$ cat src/rtl/gemm_pkg.sv
// -----------------------------------------------------------------------------
// gemm_pkg
// Shared definitions for the 2x2 output-stationary GEMM array: default operand
// and accumulator widths, the array dimension, and the drain-side FSM state
// encoding used by gemm_output_manager and its testbench.
// -----------------------------------------------------------------------------
package gemm_pkg;

  // Default operand width fed into the MACs by the input manager
  localparam int GEMM_OP_WIDTH  = 8;

  // Default accumulator / result element width
  localparam int GEMM_ACC_WIDTH = 20;

  // The array is square: GEMM_DIM x GEMM_DIM MACs
  localparam int GEMM_DIM       = 2;

  // Width of the drain delay counter; holds DRAIN_DELAY-1 for DRAIN_DELAY 1..15
  localparam int GEMM_DRAIN_CNT_WIDTH = 4;

  // Drain FSM states
  //   ST_IDLE   : waiting for compute_last
  //   ST_WAIT   : counting down until the last operands have left the MACs
  //   ST_DRAIN0 : presenting result row 0 (C11, C12)
  //   ST_DRAIN1 : presenting result row 1 (C21, C22)
  typedef enum logic [1:0] {
    ST_IDLE   = 2'd0,
    ST_WAIT   = 2'd1,
    ST_DRAIN0 = 2'd2,
    ST_DRAIN1 = 2'd3
  } drain_state_e;

endpackage

$ cat src/rtl/gemm_output_manager.sv
// -----------------------------------------------------------------------------
// gemm_output_manager
// Drain side of the 2x2 output-stationary GEMM array. After compute_last, it
// waits DRAIN_DELAY cycles for the final operands to ripple through the MACs,
// snapshots the four accumulators while pulsing mac_clear, then streams the
// 2x2 result out row by row over a valid/ready interface.
//
// Parameters
//   ACC_WIDTH   : accumulator / result element width
//   DRAIN_DELAY : cycles from compute_last sampled to accumulators final (1..15)
//
// Ports
//   clk          in   clock
//   reset        in   synchronous, active-high reset
//   compute_last in   pulse: last operand column/row presented this cycle
//   mac_XY_acc   in   accumulator of MAC at row X, column Y
//   mac_clear    out  one-cycle pulse; MACs zero accumulators on next edge
//   c_row        out  result row; low half = column 1, high half = column 2
//   c_row_valid  out  c_row holds a valid row
//   c_row_ready  in   downstream accepts c_row
//   c_row_last   out  high with the second (final) row
//   busy         out  high whenever the FSM is not idle
//   overrun      out  sticky: compute_last arrived while busy
// -----------------------------------------------------------------------------
module gemm_output_manager
  import gemm_pkg::*;
#(
  parameter int ACC_WIDTH   = GEMM_ACC_WIDTH,
  parameter int DRAIN_DELAY = 4
) (
  input  logic                   clk,
  input  logic                   reset,
  input  logic                   compute_last,
  input  logic [ACC_WIDTH-1:0]   mac_11_acc,
  input  logic [ACC_WIDTH-1:0]   mac_12_acc,
  input  logic [ACC_WIDTH-1:0]   mac_21_acc,
  input  logic [ACC_WIDTH-1:0]   mac_22_acc,
  output logic                   mac_clear,
  output logic [2*ACC_WIDTH-1:0] c_row,
  output logic                   c_row_valid,
  input  logic                   c_row_ready,
  output logic                   c_row_last,
  output logic                   busy,
  output logic                   overrun
);

  localparam int BUF_DEPTH = GEMM_DIM * GEMM_DIM;

  // Counter starts at DRAIN_DELAY-1 so that the cycle it reads zero is the
  // last WAIT cycle, i.e. the cycle in which mac_clear is high.
  localparam logic [GEMM_DRAIN_CNT_WIDTH-1:0] CNT_LOAD =
    GEMM_DRAIN_CNT_WIDTH'(DRAIN_DELAY - 1);

  // Result buffer index map: 0=C11, 1=C12, 2=C21, 3=C22
  localparam int IDX_C11 = 0;
  localparam int IDX_C12 = 1;
  localparam int IDX_C21 = 2;
  localparam int IDX_C22 = 3;

  drain_state_e                      state_q, state_d;
  logic [GEMM_DRAIN_CNT_WIDTH-1:0]   cnt_q, cnt_d;
  logic [ACC_WIDTH-1:0]              buf_q [BUF_DEPTH];
  logic [ACC_WIDTH-1:0]              buf_d [BUF_DEPTH];
  logic                              overrun_q, overrun_d;

  logic                              mac_clear_q, mac_clear_d;
  logic [2*ACC_WIDTH-1:0]            c_row_q, c_row_d;
  logic                              c_row_valid_q, c_row_valid_d;
  logic                              c_row_last_q, c_row_last_d;
  logic                              busy_q, busy_d;

  logic                              row_accept;

  // A row leaves only when it is both offered and accepted
  assign row_accept = c_row_valid_q && c_row_ready;

  // Next-state logic for the drain sequencer, counter, snapshot buffer and
  // overrun flag. Any compute_last seen outside IDLE is dropped but flagged,
  // including one that coincides with the final row handshake.
  always_comb begin
    state_d   = state_q;
    cnt_d     = cnt_q;
    buf_d     = buf_q;
    overrun_d = overrun_q;

    if (compute_last && (state_q != ST_IDLE)) begin
      overrun_d = 1'b1;
    end

    case (state_q)
      ST_IDLE: begin
        if (compute_last) begin
          cnt_d   = CNT_LOAD;
          state_d = ST_WAIT;
        end
      end

      ST_WAIT: begin
        if (cnt_q == '0) begin
          // Accumulators are final this cycle; grab them on the same edge
          // that the MACs see mac_clear and zero themselves.
          buf_d[IDX_C11] = mac_11_acc;
          buf_d[IDX_C12] = mac_12_acc;
          buf_d[IDX_C21] = mac_21_acc;
          buf_d[IDX_C22] = mac_22_acc;
          state_d        = ST_DRAIN0;
        end else begin
          cnt_d = cnt_q - 1'b1;
        end
      end

      ST_DRAIN0: begin
        if (row_accept) begin
          state_d = ST_DRAIN1;
        end
      end

      ST_DRAIN1: begin
        if (row_accept) begin
          state_d = ST_IDLE;
        end
      end

      default: begin
        state_d = ST_IDLE;
      end
    endcase
  end

  // Output values are derived from the upcoming state so they can be
  // registered and still line up with the state they describe. This keeps
  // c_row_ready out of any combinational path to the outputs.
  always_comb begin
    mac_clear_d   = (state_d == ST_WAIT) && (cnt_d == '0);
    c_row_valid_d = (state_d == ST_DRAIN0) || (state_d == ST_DRAIN1);
    c_row_last_d  = (state_d == ST_DRAIN1);
    busy_d        = (state_d != ST_IDLE);

    c_row_d = '0;
    case (state_d)
      ST_DRAIN0: c_row_d = {buf_d[IDX_C12], buf_d[IDX_C11]};
      ST_DRAIN1: c_row_d = {buf_d[IDX_C22], buf_d[IDX_C21]};
      default:   c_row_d = '0;
    endcase
  end

  // Drain FSM state and registered outputs. Reset aborts any transfer in
  // flight and clears the snapshot and the sticky overrun flag.
  always_ff @(posedge clk) begin
    if (reset) begin
      state_q       <= ST_IDLE;
      cnt_q         <= '0;
      for (int i = 0; i < BUF_DEPTH; i++) begin
        buf_q[i] <= '0;
      end
      overrun_q     <= 1'b0;
      mac_clear_q   <= 1'b0;
      c_row_q       <= '0;
      c_row_valid_q <= 1'b0;
      c_row_last_q  <= 1'b0;
      busy_q        <= 1'b0;
    end else begin
      state_q       <= state_d;
      cnt_q         <= cnt_d;
      for (int i = 0; i < BUF_DEPTH; i++) begin
        buf_q[i] <= buf_d[i];
      end
      overrun_q     <= overrun_d;
      mac_clear_q   <= mac_clear_d;
      c_row_q       <= c_row_d;
      c_row_valid_q <= c_row_valid_d;
      c_row_last_q  <= c_row_last_d;
      busy_q        <= busy_d;
    end
  end

  assign mac_clear   = mac_clear_q;
  assign c_row       = c_row_q;
  assign c_row_valid = c_row_valid_q;
  assign c_row_last  = c_row_last_q;
  assign busy        = busy_q;
  assign overrun     = overrun_q;

endmodule

$ cat config.mk
export PLATFORM = sky130hd
export DESIGN_NAME = gemm_output_manager
export DESIGN_NICKNAME = d
export VERILOG_FILES = /design/src/rtl/gemm_pkg.sv /design/src/rtl/gemm_output_manager.sv
export SDC_FILE = /design/constraint.sdc
export NUM_CORES = 1
export LEC_CHECK = 0
export BUFFER_PORTS_ARGS = -buffer_cell sky130_fd_sc_hd__buf_4
export CAP_MARGIN = 25
export CORE_ASPECT_RATIO = 1.2
export CORE_MARGIN = 3
export CORE_UTILIZATION = 46
export DETAILED_ROUTE_END_ITERATION = 10
export PLACE_DENSITY_LB_ADDON = 0.25
export RECOVER_POWER = 50
export SLEW_MARGIN = 20
export SYNTH_ARGS = -nofsm -noshare
export SYNTH_HDL_FRONTEND = slang
export SYNTH_SLANG_ARGS = --single-unit
$ cat constraint.sdc
create_clock -name clk -period 2.12 [get_ports clk]
set_clock_uncertainty 0.05 [all_clocks]
set_input_delay 0.212 -clock clk [delete_from_list [all_inputs] [get_ports clk]]
set_output_delay 0.212 -clock clk [all_outputs]
set_load 0.02 [all_outputs]
==> Yosys cells after proc, flatten, opt, wreduce, memory -nomap -nowiden <==
Index checks and enable logic that the tools add are counted.
{ "word_totals": {"regBits": 131, "output_inout_bits": 45} }
{ "classes": {"add_sub_neg": 1, "eq_ne": 6, "mux": 11, "n_reduce_logical": 9} }
{ "ops": {"columns": ["op", "count"], "rows": [
  ["$mux W80", 2],
  ["$pmux W40 S2", 1],
  ["$eq A2 B2 Y1 const B", 4],
  ["$logic_not A4 Y1", 2],
  ["$mux W2", 4],
  ["$mux W4", 2],
  ["$pmux W2 S4", 1],
  ["$pmux W4 S2", 1],
  ["$eq A2 B1 Y1 const B", 2],
  ["$reduce_bool A2 Y1", 2],
  ["$sub A4 B1 Y4 const B", 1],
  ["$logic_and A1 B1 Y1", 3],
  ["$logic_not A2 Y1", 1],
  ["$logic_or A1 B1 Y1", 1]
]} }

==> Longest topological paths before layout <==
{ "logic_depth": {"ltp_word": 5, "depth_mapped": 7} }

==> Least setup slack after synthesis <==
OpenSTA, ideal clock, no wires.
{ "synth_path": {"path_type": "reg-to-reg", "from": "register cnt_q[0]", "to": "register buf_q[40] (netlist bit)", "arrival_ps": 1420, "required_ps": 1938, "path_slack_ps": 517, "path_stages_with_launch": 8, "period_less_slack_ps": 1603, "cell_sequence": "dfxtp_1 inv_1 ha_1 or3b_1 buf_6 buf_6 o21ai_1 a21oi_1"} }
{ "synth_between": {"elab_chain_len": 3} }
{ "synth_lines": {"columns": ["element", "line", "source"], "rows": [
  ["start: declaration", "gemm_output_manager.sv:61", "logic [GEMM_DRAIN_CNT_WIDTH-1:0] cnt_q, cnt_d;"],
  ["start signal: assignment", "gemm_output_manager.sv:164", "cnt_q <= cnt_d;"],
  ["$logic_not A4 Y1", "gemm_output_manager.sv:99", "if (cnt_q == '0) begin"],
  ["$mux W80", "gemm_output_manager.sv:99", null],
  ["$mux W80", "gemm_output_manager.sv:90", "case (state_q)"],
  ["end signal: indexed assignment", "gemm_output_manager.sv:166", "buf_q[i] <= buf_d[i];"],
  ["end: declaration", "gemm_output_manager.sv:62", "logic [ACC_WIDTH-1:0] buf_q [BUF_DEPTH];"]
]} }
No other way between the ends.
A chain may end at the register's enable or synchronous reset.

==> Final worst setup path <==
{ "layout_path": {"from": "register cnt_q[0]", "to": "register c_row_q[1], in the netlist c_row[1]"} }
{ "layout_between": {"elab_chain_len": 5, "word_cells_on_any_way": 8} }
{ "layout_lines": {"columns": ["element", "line", "source"], "rows": [
  ["$logic_not A4 Y1 (*)", "gemm_output_manager.sv:99", null],
  ["$mux W2", "gemm_output_manager.sv:99", null],
  ["$pmux W2 S4", "gemm_output_manager.sv:90", null],
  ["$eq A2 B2 Y1", "gemm_output_manager.sv:140", "case (state_d)"],
  ["$pmux W40 S2 (*)", "gemm_output_manager.sv:140", null],
  ["end signal: assignment", "gemm_output_manager.sv:170", "c_row_q <= c_row_d;"],
  ["end: declaration", "gemm_output_manager.sv:67", "logic [2*ACC_WIDTH-1:0] c_row_q, c_row_d;"]
]} }
Every way passes the cells marked *; elsewhere a longest branch is shown, timed or not.

==> flow_summary.ini <==
[logic_synthesis]
syn_area_per_cell_um2 = 8.68
synthTopCellsByCount = 131 x dfxtp_1, 118 x nand3_1, 84 x a21oi_1
syn_inst = 612
synth_most_common_cell = dfxtp_1
ys_types = 41
synth_area_leaders = dfxtp_1 49%, nand3_1 11%, a21oi_1 7.9%
synth_area_um2 = 5310
synth_seq_cells = 131
yosysTopAreaCellShare_pct = 49.4
synth_edf_count = 0
synth_nets = 698
ys_warn_count = 0
synth_top_cell_by_area = dfxtp_1
async_flop_share_pct = 0
ys_seq_area_share_pct = 49.4
synth_ff_type = dfxtp_1

[worst_setup_path]
cp_slowest_cell = nor3b_2
regToRegSetupSlack_ps = 160
max_stage_delay_ps = 400
startpoint_type = flop
cp.depth = 6
cp-end-kind = flop
crit_chain = inv_1 > ha_1 > nor3b_2 > buf_4 > nand3_1 > a31oi_1
setup.worst_path.class = reg -> reg
crit_arrival_ps = 2240
crit_end = c_row[1]$_SDFF_PP0_
r2r-end = c_row[1]$_SDFF_PP0_
crit_start = cnt_q[0]$_SDFF_PP0_
path_delay_family = simple AND/OR/NAND/NOR gates
required_ps = 2400
cp_max_fo = 25
reg2reg_from = cnt_q[0]$_SDFF_PP0_
worst-path-buf-inv = 2
ff2ff_path_depth = 6

[layout]
syn_to_final_growth_pct = 30.9
n_fill_cell = 997
drive_above_1_share_pct = 19.9
stdcell_area_um2 = 6950
final_nets = 802
fin_util_pct = 62.4

[cts]
htree_num_levels = 4
post_cts_resized = 0
cts.sinks = 131
cts_buffers = 17
insertion_delay_ps = 420
cts_root_buf = clkbuf_16
cts_max_path_buffers = 2
cts_tree = done
cts_setup_buffers = 0
cts.clk_slew.worst_paths_ps = 60

[drt]
ant_nets = 0
num_vias = 5258
wirelength_um = 15400
wl_per_cell_um = 17.4
drc = 0
drt-initial-drc-count = 382
firstDrtPassIters = 5
vias_per_cell = 5.95

[sta]
whs_ps = 7.94
tightest_slew_ps = 568
setup_viol = 0
slew_viol_final = 0
finalSetupTns_ps = 0
max-slew-margin-rel_pct = 62.2
fin_crit_sh_pct = 92.5
finalHoldViolations = 0
period_minus_slack_ps = 1960
fmax_mhz = 510
rsz0062_at_grt = no

[placed_design]
place_area_um2 = 6380
globalplace.congestion = 0.829
numPortBuffers = 128
hpwl_um = 9870

[die]
rows = 42
start_util_pct = 47.7
num_io_pins = 129
core_region_area_um2 = 11100
die_w_um = 104
die_area_um2 = 12900
die_h_um = 124

[grt]
grt_pass1_vias = 5152
gr-total-overflow = 0
grt_max_degree = 53
grt_pass1_wl_um = 24800
track_usage_pct = 24.1
grt_antenna_before_repair = 1

[power]
p_per_area_nw_per_um2 = 1120
p_leak_nw = 2.41
vdd_drop_max_mv = 0.601

[worst_hold_path]
hold_path.class = in -> reg
min_delay_path_depth = 3

[run_status]
status = complete, no violations

[flow_run]
cap_violations = 0
==> layout by cell type (no fill, tap or decap), types with 2 or more instances in the layout <==
master / instances
and4b_1: 2
nor2b_4: 2
nand2_1: 2
o21ai_1: 56
clkbuf_8: 2
buf_12: 6
inv_1: 7
o21ai_0: 27
o22ai_1: 2
mux2_2: 2
bufinv_16: 7
a31oi_1: 39
and2_1: 2
clkbuf_16: 17
nand4_1: 2
ha_1: 2
dlygate4sd3_1: 7
dfxtp_1: 130
a21oi_1: 85
clkbuf_1: 49
o21a_1: 2
o41ai_1: 2
clkbuf_2: 2
o211ai_1: 38
buf_4: 96
nand3_1: 118
==> sequential cells by signal, indices dropped and copies added, names as in the netlist <==
name and count:
buf_q 80, c_row 40, cnt_q 4, state_q 2
busy 1, c_row_last 1, c_row_valid 1, mac_clear 1
overrun 1
==> stage by stage <==
stage / worst slack, ps / total power, W / instances
floorplan: 517 / 0.00391 / 612
global placement: 320 / 0.00434 / 844
detailed placement: 207 / 0.00440 / 844
CTS: 168 / 0.00782 / 883
global route: 23.6 / 0.00806 / 884
finish: 159 / 0.00775 / 884
==> worst register-to-register path: cells and delay by family (launching register included) <==
kind            cells  cell delay, ps
compound gates      1             200
fa+ha+maj           1             220
buf+inv             2             490
flops               1             340
simple gates        2             580
==> how the worst min path moves through the flow <==
stage | slack [ps] | from | end
2_1_floorplan | 310 | mac_22_acc[0] | buf_q[0]$_SDFF_PP0_
3_3_place_gp | 390 | overrun$_SDFFE_PP0P_ | overrun$_SDFFE_PP0P_
3_5_place_dp | 390 | overrun$_SDFFE_PP0P_ | overrun$_SDFFE_PP0P_
4_1_cts | 0.8 | mac_22_acc[4] | buf_q[4]$_SDFF_PP0_
5_1_grt | 4 | mac_22_acc[4] | buf_q[4]$_SDFF_PP0_
6_report | 8 | mac_22_acc[4] | buf_q[4]$_SDFF_PP0_
==> final cells by class <==
class / instances / area, um2 / area share, %
Antenna cell: 1 / 2.50 / 0.0360
Clock inverter: 9 / 224 / 3.22
Multi-Input combinational cell: 402 / 2320 / 33.3
Tap cell: 154 / 193 / 2.77
Clock buffer: 23 / 468 / 6.73
Sequential cell: 131 / 2620 / 37.7
Inverter: 7 / 26.3 / 0.378
Timing Repair Buffer: 157 / 1100 / 15.8
==> metal layers <==
layer / routed length, um / part of all wire, % / GRT usage [%]
met1: 6270 / 41 / 28.3
met3: 1120 / 7.3 / 7.10
met5: 0 / 0 / 0
met2: 7720 / 50 / 41.7
met4: 304 / 2.0 / 9.98
==> kinds of logic after synthesis <==
group | after synthesis | synth area share [%]
AO/OA/AOI/OAI | 257 | 27.8
adder cells (fa/ha/maj) | 2 | 0.471
buffers and inverters | 79 | 7.80
flip-flops | 131 | 49.4
multiplexers | 3 | 0.612
AND/OR/NAND/NOR | 140 | 13.9
==> report_power, final <==
part	switching (W)	internal, W
logic	0.00104	0.000514
clock network	0.00104	0.00239
registers	0.000128	0.00265
total	0.00220	0.00555
==> what timing repair did <==
| action | 4_1_cts | 5_1_grt |
|---|---|---|
| setup endpoints to repair | 0 | 0 |
| endpoints found under the hold margin | 7 | 0 |
| hold buffers | 7 | 0 |
Power figures use the tool's default switching activity.
